===== src/rtl/calc_pkg.sv =====
`default_nettype none
// +-----------------------------------------------------------------------+
// | Package  : calc_pkg                                                   |
// | Purpose  : Shared definitions for the keypad scanner / number entry.  |
// |            Key code constants, scanner FSM state type, operand width, |
// |            and the row/column to key-code lookup.                     |
// | Ports    : none (package)                                             |
// | Revision : 1.0  initial release                                       |
// +-----------------------------------------------------------------------+
package calc_pkg;

   localparam int OPND_W    = 11;
   // Width for the multiply-by-10 step; 2047*10+9 fits without wrapping.
   localparam int MUL_W     = 15;
   localparam int ENTRY_MAX = 2047;

   localparam logic [3:0] KEY_ADD = 4'd10;
   localparam logic [3:0] KEY_SUB = 4'd11;
   localparam logic [3:0] KEY_MUL = 4'd12;
   localparam logic [3:0] KEY_DIV = 4'd13;
   localparam logic [3:0] KEY_CLR = 4'd14;
   localparam logic [3:0] KEY_EQ  = 4'd15;

   typedef enum logic [1:0] {
      ST_SCAN       = 2'd0,
      ST_PRESS_DB   = 2'd1,
      ST_HELD       = 2'd2,
      ST_RELEASE_DB = 2'd3
   } scan_state_e;

   // Physical key layout: row r, column c -> key code.
   function automatic logic [3:0] key_lookup(input logic [1:0] row,
                                             input logic [1:0] col);
      logic [3:0] code;
      code = 4'd0;
      case ({row, col})
         4'b0000: code = 4'd1;
         4'b0001: code = 4'd2;
         4'b0010: code = 4'd3;
         4'b0011: code = KEY_ADD;
         4'b0100: code = 4'd4;
         4'b0101: code = 4'd5;
         4'b0110: code = 4'd6;
         4'b0111: code = KEY_SUB;
         4'b1000: code = 4'd7;
         4'b1001: code = 4'd8;
         4'b1010: code = 4'd9;
         4'b1011: code = KEY_MUL;
         4'b1100: code = KEY_CLR;
         4'b1101: code = 4'd0;
         4'b1110: code = KEY_EQ;
         default: code = KEY_DIV;
      endcase
      return code;
   endfunction

   // Lowest-index active row wins when several rows are low together.
   function automatic logic [1:0] lowest_row(input logic [3:0] rows_low);
      logic [1:0] idx;
      idx = 2'd3;
      if (rows_low[0])      idx = 2'd0;
      else if (rows_low[1]) idx = 2'd1;
      else if (rows_low[2]) idx = 2'd2;
      return idx;
   endfunction

endpackage
`default_nettype wire


===== src/rtl/key_debounce.sv =====
`default_nettype none
// +-----------------------------------------------------------------------+
// | Module   : key_debounce                                               |
// | Purpose  : Stable-cycle counter shared by press and release debounce. |
// | Ports    : clk       - system clock                                   |
// |            rst_n     - synchronous active-low reset                   |
// |            clr       - clear the count                                |
// |            inc       - count one more stable cycle                    |
// |            at_limit  - count has reached DEBOUNCE_CNT-1, so the next  |
// |                        stable cycle completes the debounce            |
// | Revision : 1.0  initial release                                       |
// +-----------------------------------------------------------------------+
module key_debounce #(
   parameter int DEBOUNCE_CNT = 500000
) (
   input  logic clk,
   input  logic rst_n,
   input  logic clr,
   input  logic inc,
   output logic at_limit
);

   localparam int CNT_W = (DEBOUNCE_CNT > 1) ? $clog2(DEBOUNCE_CNT) : 1;
   localparam logic [CNT_W-1:0] CNT_LAST = CNT_W'(DEBOUNCE_CNT - 1);

   logic [CNT_W-1:0] cnt_d, cnt_q;

   assign at_limit = (cnt_q == CNT_LAST);

   always_comb begin
      cnt_d = cnt_q;
      if (clr) begin
         cnt_d = '0;
      end else if (inc) begin
         // Wrap to zero on completion so the next debounce starts clean.
         cnt_d = at_limit ? '0 : cnt_q + CNT_W'(1);
      end
   end

   always_ff @(posedge clk) begin
      if (!rst_n) begin
         cnt_q <= '0;
      end else begin
         cnt_q <= cnt_d;
      end
   end

endmodule
`default_nettype wire


===== src/rtl/keypad_scan.sv =====
`default_nettype none
// +-----------------------------------------------------------------------+
// | Module   : keypad_scan                                                |
// | Purpose  : 4x4 keypad column scanner with press/release debounce and  |
// |            optional decimal number entry for a calculator front end.  |
// | Config   : define KEYPAD_ENTRY_EN to build the number-entry logic;    |
// |            otherwise entry_value/operand/operand_op/operand_valid     |
// |            are tied to 0.                                             |
// | Ports    : clk, rst_n     - clock, synchronous active-low reset       |
// |            rows[3:0]      - row inputs, active-low, asynchronous      |
// |            cols[3:0]      - column drive, active-low, one-hot-low     |
// |            key_valid      - one-cycle pulse per debounced press       |
// |            key_code[3:0]  - code of pressed key, valid with key_valid |
// |            entry_value    - number being typed                        |
// |            operand        - value captured by operator/equals         |
// |            operand_op     - code of the capturing key                 |
// |            operand_valid  - one-cycle pulse when operand updates      |
// | Revision : 1.0  initial release                                       |
// +-----------------------------------------------------------------------+
module keypad_scan
   import calc_pkg::*;
#(
   parameter int SCAN_DIV     = 2048,
   parameter int DEBOUNCE_CNT = 500000
) (
   input  logic              clk,
   input  logic              rst_n,
   input  logic [3:0]        rows,
   output logic [3:0]        cols,
   output logic              key_valid,
   output logic [3:0]        key_code,
   output logic [OPND_W-1:0] entry_value,
   output logic [OPND_W-1:0] operand,
   output logic [3:0]        operand_op,
   output logic              operand_valid
);

   localparam int DIV_W = (SCAN_DIV > 1) ? $clog2(SCAN_DIV) : 1;
   localparam logic [DIV_W-1:0] DIV_LAST = DIV_W'(SCAN_DIV - 1);

   scan_state_e      state_d, state_q;
   logic [3:0]       rows_meta_d, rows_meta_q;
   logic [3:0]       rows_sync_d, rows_sync_q;
   logic [1:0]       col_idx_d, col_idx_q;
   logic [DIV_W-1:0] div_cnt_d, div_cnt_q;
   logic [1:0]       cap_row_d, cap_row_q;
   logic             key_valid_d, key_valid_q;
   logic [3:0]       key_code_d, key_code_q;

   logic [3:0]       rows_low;
   logic             any_low;
   logic             cap_low;
   logic             dbnc_clr;
   logic             dbnc_inc;
   logic             dbnc_at_limit;

   key_debounce #(
      .DEBOUNCE_CNT (DEBOUNCE_CNT)
   ) u_debounce (
      .clk      (clk),
      .rst_n    (rst_n),
      .clr      (dbnc_clr),
      .inc      (dbnc_inc),
      .at_limit (dbnc_at_limit)
   );

   assign cols      = ~(4'b0001 << col_idx_q);
   assign key_valid = key_valid_q;
   assign key_code  = key_code_q;

   always_comb begin
      rows_meta_d = rows;
      rows_sync_d = rows_meta_q;
      state_d     = state_q;
      col_idx_d   = col_idx_q;
      div_cnt_d   = div_cnt_q;
      cap_row_d   = cap_row_q;
      key_valid_d = 1'b0;
      key_code_d  = key_code_q;
      dbnc_clr    = 1'b1;
      dbnc_inc    = 1'b0;

      rows_low = ~rows_sync_q;
      any_low  = |rows_low;
      cap_low  = rows_low[cap_row_q];

      case (state_q)
         ST_SCAN: begin
            if (div_cnt_q == DIV_LAST) begin
               div_cnt_d = '0;
               if (any_low) begin
                  // Column stays frozen on col_idx_q while debouncing.
                  cap_row_d = lowest_row(rows_low);
                  state_d   = ST_PRESS_DB;
               end else begin
                  col_idx_d = col_idx_q + 2'd1;
               end
            end else begin
               div_cnt_d = div_cnt_q + DIV_W'(1);
            end
         end

         ST_PRESS_DB: begin
            if (cap_low) begin
               dbnc_clr = 1'b0;
               dbnc_inc = 1'b1;
               if (dbnc_at_limit) begin
                  state_d     = ST_HELD;
                  key_valid_d = 1'b1;
                  key_code_d  = key_lookup(cap_row_q, col_idx_q);
               end
            end else begin
               // Bounce: give up and resume scanning at the next column.
               state_d   = ST_SCAN;
               col_idx_d = col_idx_q + 2'd1;
            end
         end

         ST_HELD: begin
            if (!any_low) begin
               state_d = ST_RELEASE_DB;
            end
         end

         ST_RELEASE_DB: begin
            if (!any_low) begin
               dbnc_clr = 1'b0;
               dbnc_inc = 1'b1;
               if (dbnc_at_limit) begin
                  state_d = ST_SCAN;
               end
            end else begin
               state_d = ST_HELD;
            end
         end

         default: begin
            state_d = ST_SCAN;
         end
      endcase
   end

   always_ff @(posedge clk) begin
      if (!rst_n) begin
         state_q     <= ST_SCAN;
         rows_meta_q <= 4'hF;
         rows_sync_q <= 4'hF;
         col_idx_q   <= 2'd0;
         div_cnt_q   <= '0;
         cap_row_q   <= 2'd0;
         key_valid_q <= 1'b0;
         key_code_q  <= 4'd0;
      end else begin
         state_q     <= state_d;
         rows_meta_q <= rows_meta_d;
         rows_sync_q <= rows_sync_d;
         col_idx_q   <= col_idx_d;
         div_cnt_q   <= div_cnt_d;
         cap_row_q   <= cap_row_d;
         key_valid_q <= key_valid_d;
         key_code_q  <= key_code_d;
      end
   end

`ifdef KEYPAD_ENTRY_EN
   logic [OPND_W-1:0] entry_value_d, entry_value_q;
   logic [OPND_W-1:0] operand_d, operand_q;
   logic [3:0]        operand_op_d, operand_op_q;
   logic              operand_valid_d, operand_valid_q;
   logic [MUL_W-1:0]  entry_x10;

   assign entry_value   = entry_value_q;
   assign operand       = operand_q;
   assign operand_op    = operand_op_q;
   assign operand_valid = operand_valid_q;

   always_comb begin
      entry_value_d   = entry_value_q;
      operand_d       = operand_q;
      operand_op_d    = operand_op_q;
      operand_valid_d = 1'b0;
      // Wide enough that an overflowing digit compares as too large
      // rather than wrapping back into range.
      entry_x10 = MUL_W'(entry_value_q) * MUL_W'(10) + MUL_W'(key_code_q);

      if (key_valid_q) begin
         if (key_code_q <= 4'd9) begin
            if (entry_x10 <= MUL_W'(ENTRY_MAX)) begin
               entry_value_d = entry_x10[OPND_W-1:0];
            end
         end else if (key_code_q == KEY_CLR) begin
            entry_value_d = '0;
         end else begin
            operand_d       = entry_value_q;
            operand_op_d    = key_code_q;
            operand_valid_d = 1'b1;
            entry_value_d   = '0;
         end
      end
   end

   always_ff @(posedge clk) begin
      if (!rst_n) begin
         entry_value_q   <= '0;
         operand_q       <= '0;
         operand_op_q    <= 4'd0;
         operand_valid_q <= 1'b0;
      end else begin
         entry_value_q   <= entry_value_d;
         operand_q       <= operand_d;
         operand_op_q    <= operand_op_d;
         operand_valid_q <= operand_valid_d;
      end
   end
`else
   assign entry_value   = '0;
   assign operand       = '0;
   assign operand_op    = 4'd0;
   assign operand_valid = 1'b0;
`endif

endmodule
`default_nettype wire


===== config.mk =====
export PLATFORM = sky130hd
export DESIGN_NAME = keypad_scan
export DESIGN_NICKNAME = d
export VERILOG_FILES = /design/src/rtl/calc_pkg.sv /design/src/rtl/key_debounce.sv /design/src/rtl/keypad_scan.sv
export SDC_FILE = /design/constraint.sdc
export NUM_CORES = 1
export LEC_CHECK = 0
export ABC_AREA = 1
export CORE_ASPECT_RATIO = 1.75
export CORE_MARGIN = 1.5
export CORE_UTILIZATION = 49
export DETAILED_ROUTE_END_ITERATION = 8
export GPL_TIMING_DRIVEN = 0
export PLACE_DENSITY = 0.76
export SYNTH_ARGS = -nofsm -noshare
export SYNTH_HDL_FRONTEND = slang
export SYNTH_SLANG_ARGS = --single-unit

===== constraint.sdc =====
create_clock -name clk -period 1.8 [get_ports clk]
set_clock_uncertainty 0.15 [all_clocks]
set_input_delay 0.27 -clock clk [delete_from_list [all_inputs] [get_ports clk]]
set_output_delay 0.27 -clock clk [all_outputs]
set_load 0.02 [all_outputs]

==> reports/qor.txt <==
Fin crit period = 1.71 ns
Setup Viol. Count Final = 0
Core region area = 5830 sq um
Most used DFF post-synth = dfxtp_1
DIE AREA = 6480 sq um
Top-count cell post-synth = nand2_1
Fraction of registers with async set/reset = 0%
Hold WC Path Type = flop to flop
Worst setup SP type = flop
Largest net degree at the start of global routing = 16
Status = completed
Post-Syn Area = 2930 sq um
DRC = 0
Drt wl/cell = 10.6 um
GR Util All Layers = 18.8%
Max-Slew Margin vs Limit = 65.9%
Router iterations before antenna repair = 5
DP HPWL = 4.50 mm
Power Total = 2.09 mW
Setup CP Type = flop to flop
Flops & latches, synth = 49
Layout area overhead = 18.4%
GRT Residual Overflow = 0
Crit-path max FO = 6
Share of cells above drive strength 1 = 23.0%
Final hold violation count = 0
Root cell of the clock tree = clkbuf_8
Slew @ Worst Pin = 0.511 ns
WL final = 5.80 mm
Die height = 105 um
Worst-path clk slew = 0.09 ns
CP arrival = 1.77 ns
RePlAce Congestion = 0.861
Max Slew Vio Count = 0
Yosys top cell area share = 33.4%
Average cell area after synthesis = 7.03 sq um
Most frequent cells after synthesis = nand2_1 (76), nor2_1 (70), dfxtp_1 (49)
Cell area after layout = 3470 sq um
H-tree levels = 2
Die width = 61.5 um
Pwr Density = 602 nW/um^2
Final Instance Count excl. Fillers = 547
Post-route ant nets = 0
Final Cycle Share = 95.3%
Drt via density = 4.68
R2R cell count = 8
Std-Cell Rows = 37
Hold_ws = 0.268 ns
Critical path required time = 1.86 ns
Clock Path Buffers = 2
Post-Synthesis Cells = 417
Top cells by area, synth = dfxtp_1 (33%), nand2_1 (9.7%), nor2_1 (9.0%), buf_4 (7.2%), inv_1 (5.2%)
Via Count = 2562
VDD IR max = 0.575 mV
Antenna violations before repair = 0
Global-route wire length before repair = 9.49 mm
MaxCap Viol Count = 0
Layout net count = 482
CTS tree = done
Register area share after synthesis = 33.4%
Hold path depth = 1
# diodes = 0
Via count of the first global-routing pass = 2344
Yosys Warn Count = 0
Worst setup EP type = flop
Post-DP Area = 3270 sq um
I/O pins = 42
Highest Clock Rate = 583 MHz
EDFF count, synth = 0
Clk Latency, worst-skew pair = 0.31 ns
Cell taking the most area after synthesis = dfxtp_1
Number of port buffers = 14
Placed cell count = 535
CTS Sinks = 49
Initial drt markers = 106
Initial core utilization = 50.3%
Leak = 1.46 nW
CTS Buf Count = 5
Post-synthesis cell type count = 37
through the flow:
stage | worst slack (ns) | TNS, ns | util (%)
2_1_floorplan | 0.114 | 0 | -
3_3_place_gp | -0.133 | -1.93 | 56.0
3_5_place_dp | -0.136 | -2.15 | 56.0
4_1_cts | 0.00459 | 0 | 58.3
5_1_grt | -0.00851 | -0.00932 | 59.5
6_report | 0.0853 | 0 | 59.5
layout by cell type (no fill, tap or decap), types with 2 or more instances in the layout:
| master | n |
|---|---|
| nand2_1 | 75 |
| nor2_1 | 67 |
| dfxtp_1 | 44 |
| inv_1 | 40 |
| buf_4 | 32 |
| nand3_1 | 28 |
| conb_1 | 27 |
| a21oi_1 | 19 |
| nor2_2 | 14 |
| nand2_2 | 13 |
| nand4_1 | 11 |
| clkdlybuf4s50_1 | 10 |
| or2_2 | 8 |
| o21ai_0 | 7 |
| ha_1 | 7 |
| clkbuf_8 | 6 |
| nor2_4 | 5 |
| nor3_1 | 5 |
| xor2_1 | 5 |
| inv_2 | 4 |
| nand3_4 | 4 |
| dfxtp_2 | 4 |
| clkbuf_1 | 2 |
| buf_6 | 2 |
| o211ai_1 | 2 |
| nor3_2 | 2 |
| a31oi_1 | 2 |
state kept, by name, indices dropped and copies added (netlist names):
signal and cells:
key_valid 1, state_q 2, key_code 4, cap_row_q 2
div_cnt_q 11, rows_meta_q 4, rows_sync_q 4, col_idx_q 2
u_debounce.cnt_q 19
cells by family (layout without fill, tap and decap cells):
kind of cell / Yosys count / in the layout / synth area share [%]
buf+inv: 79 / 105 / 14.9
flops: 49 / 49 / 33.4
fa+ha+maj: 8 / 8 / 3.41
other cells: 1 / 27 / 0.128
compound gates: 37 / 37 / 7.00
xor+xnor: 6 / 6 / 1.79
simple gates: 237 / 237 / 39.3
critical path, cell delays in order, from the launching register on:
cell	delay, ns
dfxtp_2	0.38
ha_2	0.23
nand3_4	0.12
nor2_4	0.20
nand3_1	0.10
nor2_1	0.14
nand3_1	0.12
nor2_1	0.13
nor2_2	0.05
routing by layer:
layer / wire [um] / global-route usage, % / vias to the layer above
met5: 0 / 0 / -
met2: 3250 / 34.8 / 45
met1: 2200 / 18.6 / 1132
met3: 175 / 2.82 / 16
li1: - / - / 1369
met4: 172 / 9.42 / 0
path summary, 6_finish.rpt:
kind                       start              endpoint  slack, ns
max          u_debounce.cnt_q[0]  u_debounce.cnt_q[18]       0.09
min               rows_meta_q[2]        rows_sync_q[2]       0.27
max reg2reg  u_debounce.cnt_q[0]  u_debounce.cnt_q[18]       0.09
min reg2reg       rows_meta_q[2]        rows_sync_q[2]       0.27
power by group:
group	switching (mW)	total, mW	internal [mW]
sequential	0.00841	1.10	1.10
combinational	0.0941	0.164	0.0694
clock	0.371	0.823	0.452
total	0.474	2.09	1.62
layout make-up:
type	count	area [sq um]
Buffer	34	265
Clock buffer	6	82.6
Timing Repair Buffer	18	165
Tap cell	78	97.6
Sequential cell	49	990
Fill cell	590	2360
Multi-Input combinational cell	315	1660
Clock inverter	2	37.5
Inverter	45	171
repair_timing:
item,4_1_cts,5_1_grt
hold buffers,0,0
pin swaps,0,3
setup buffers,0,4
setup endpoints to repair,24,19
gates resized for setup,13,15
(Power assumes the default switching activity.)
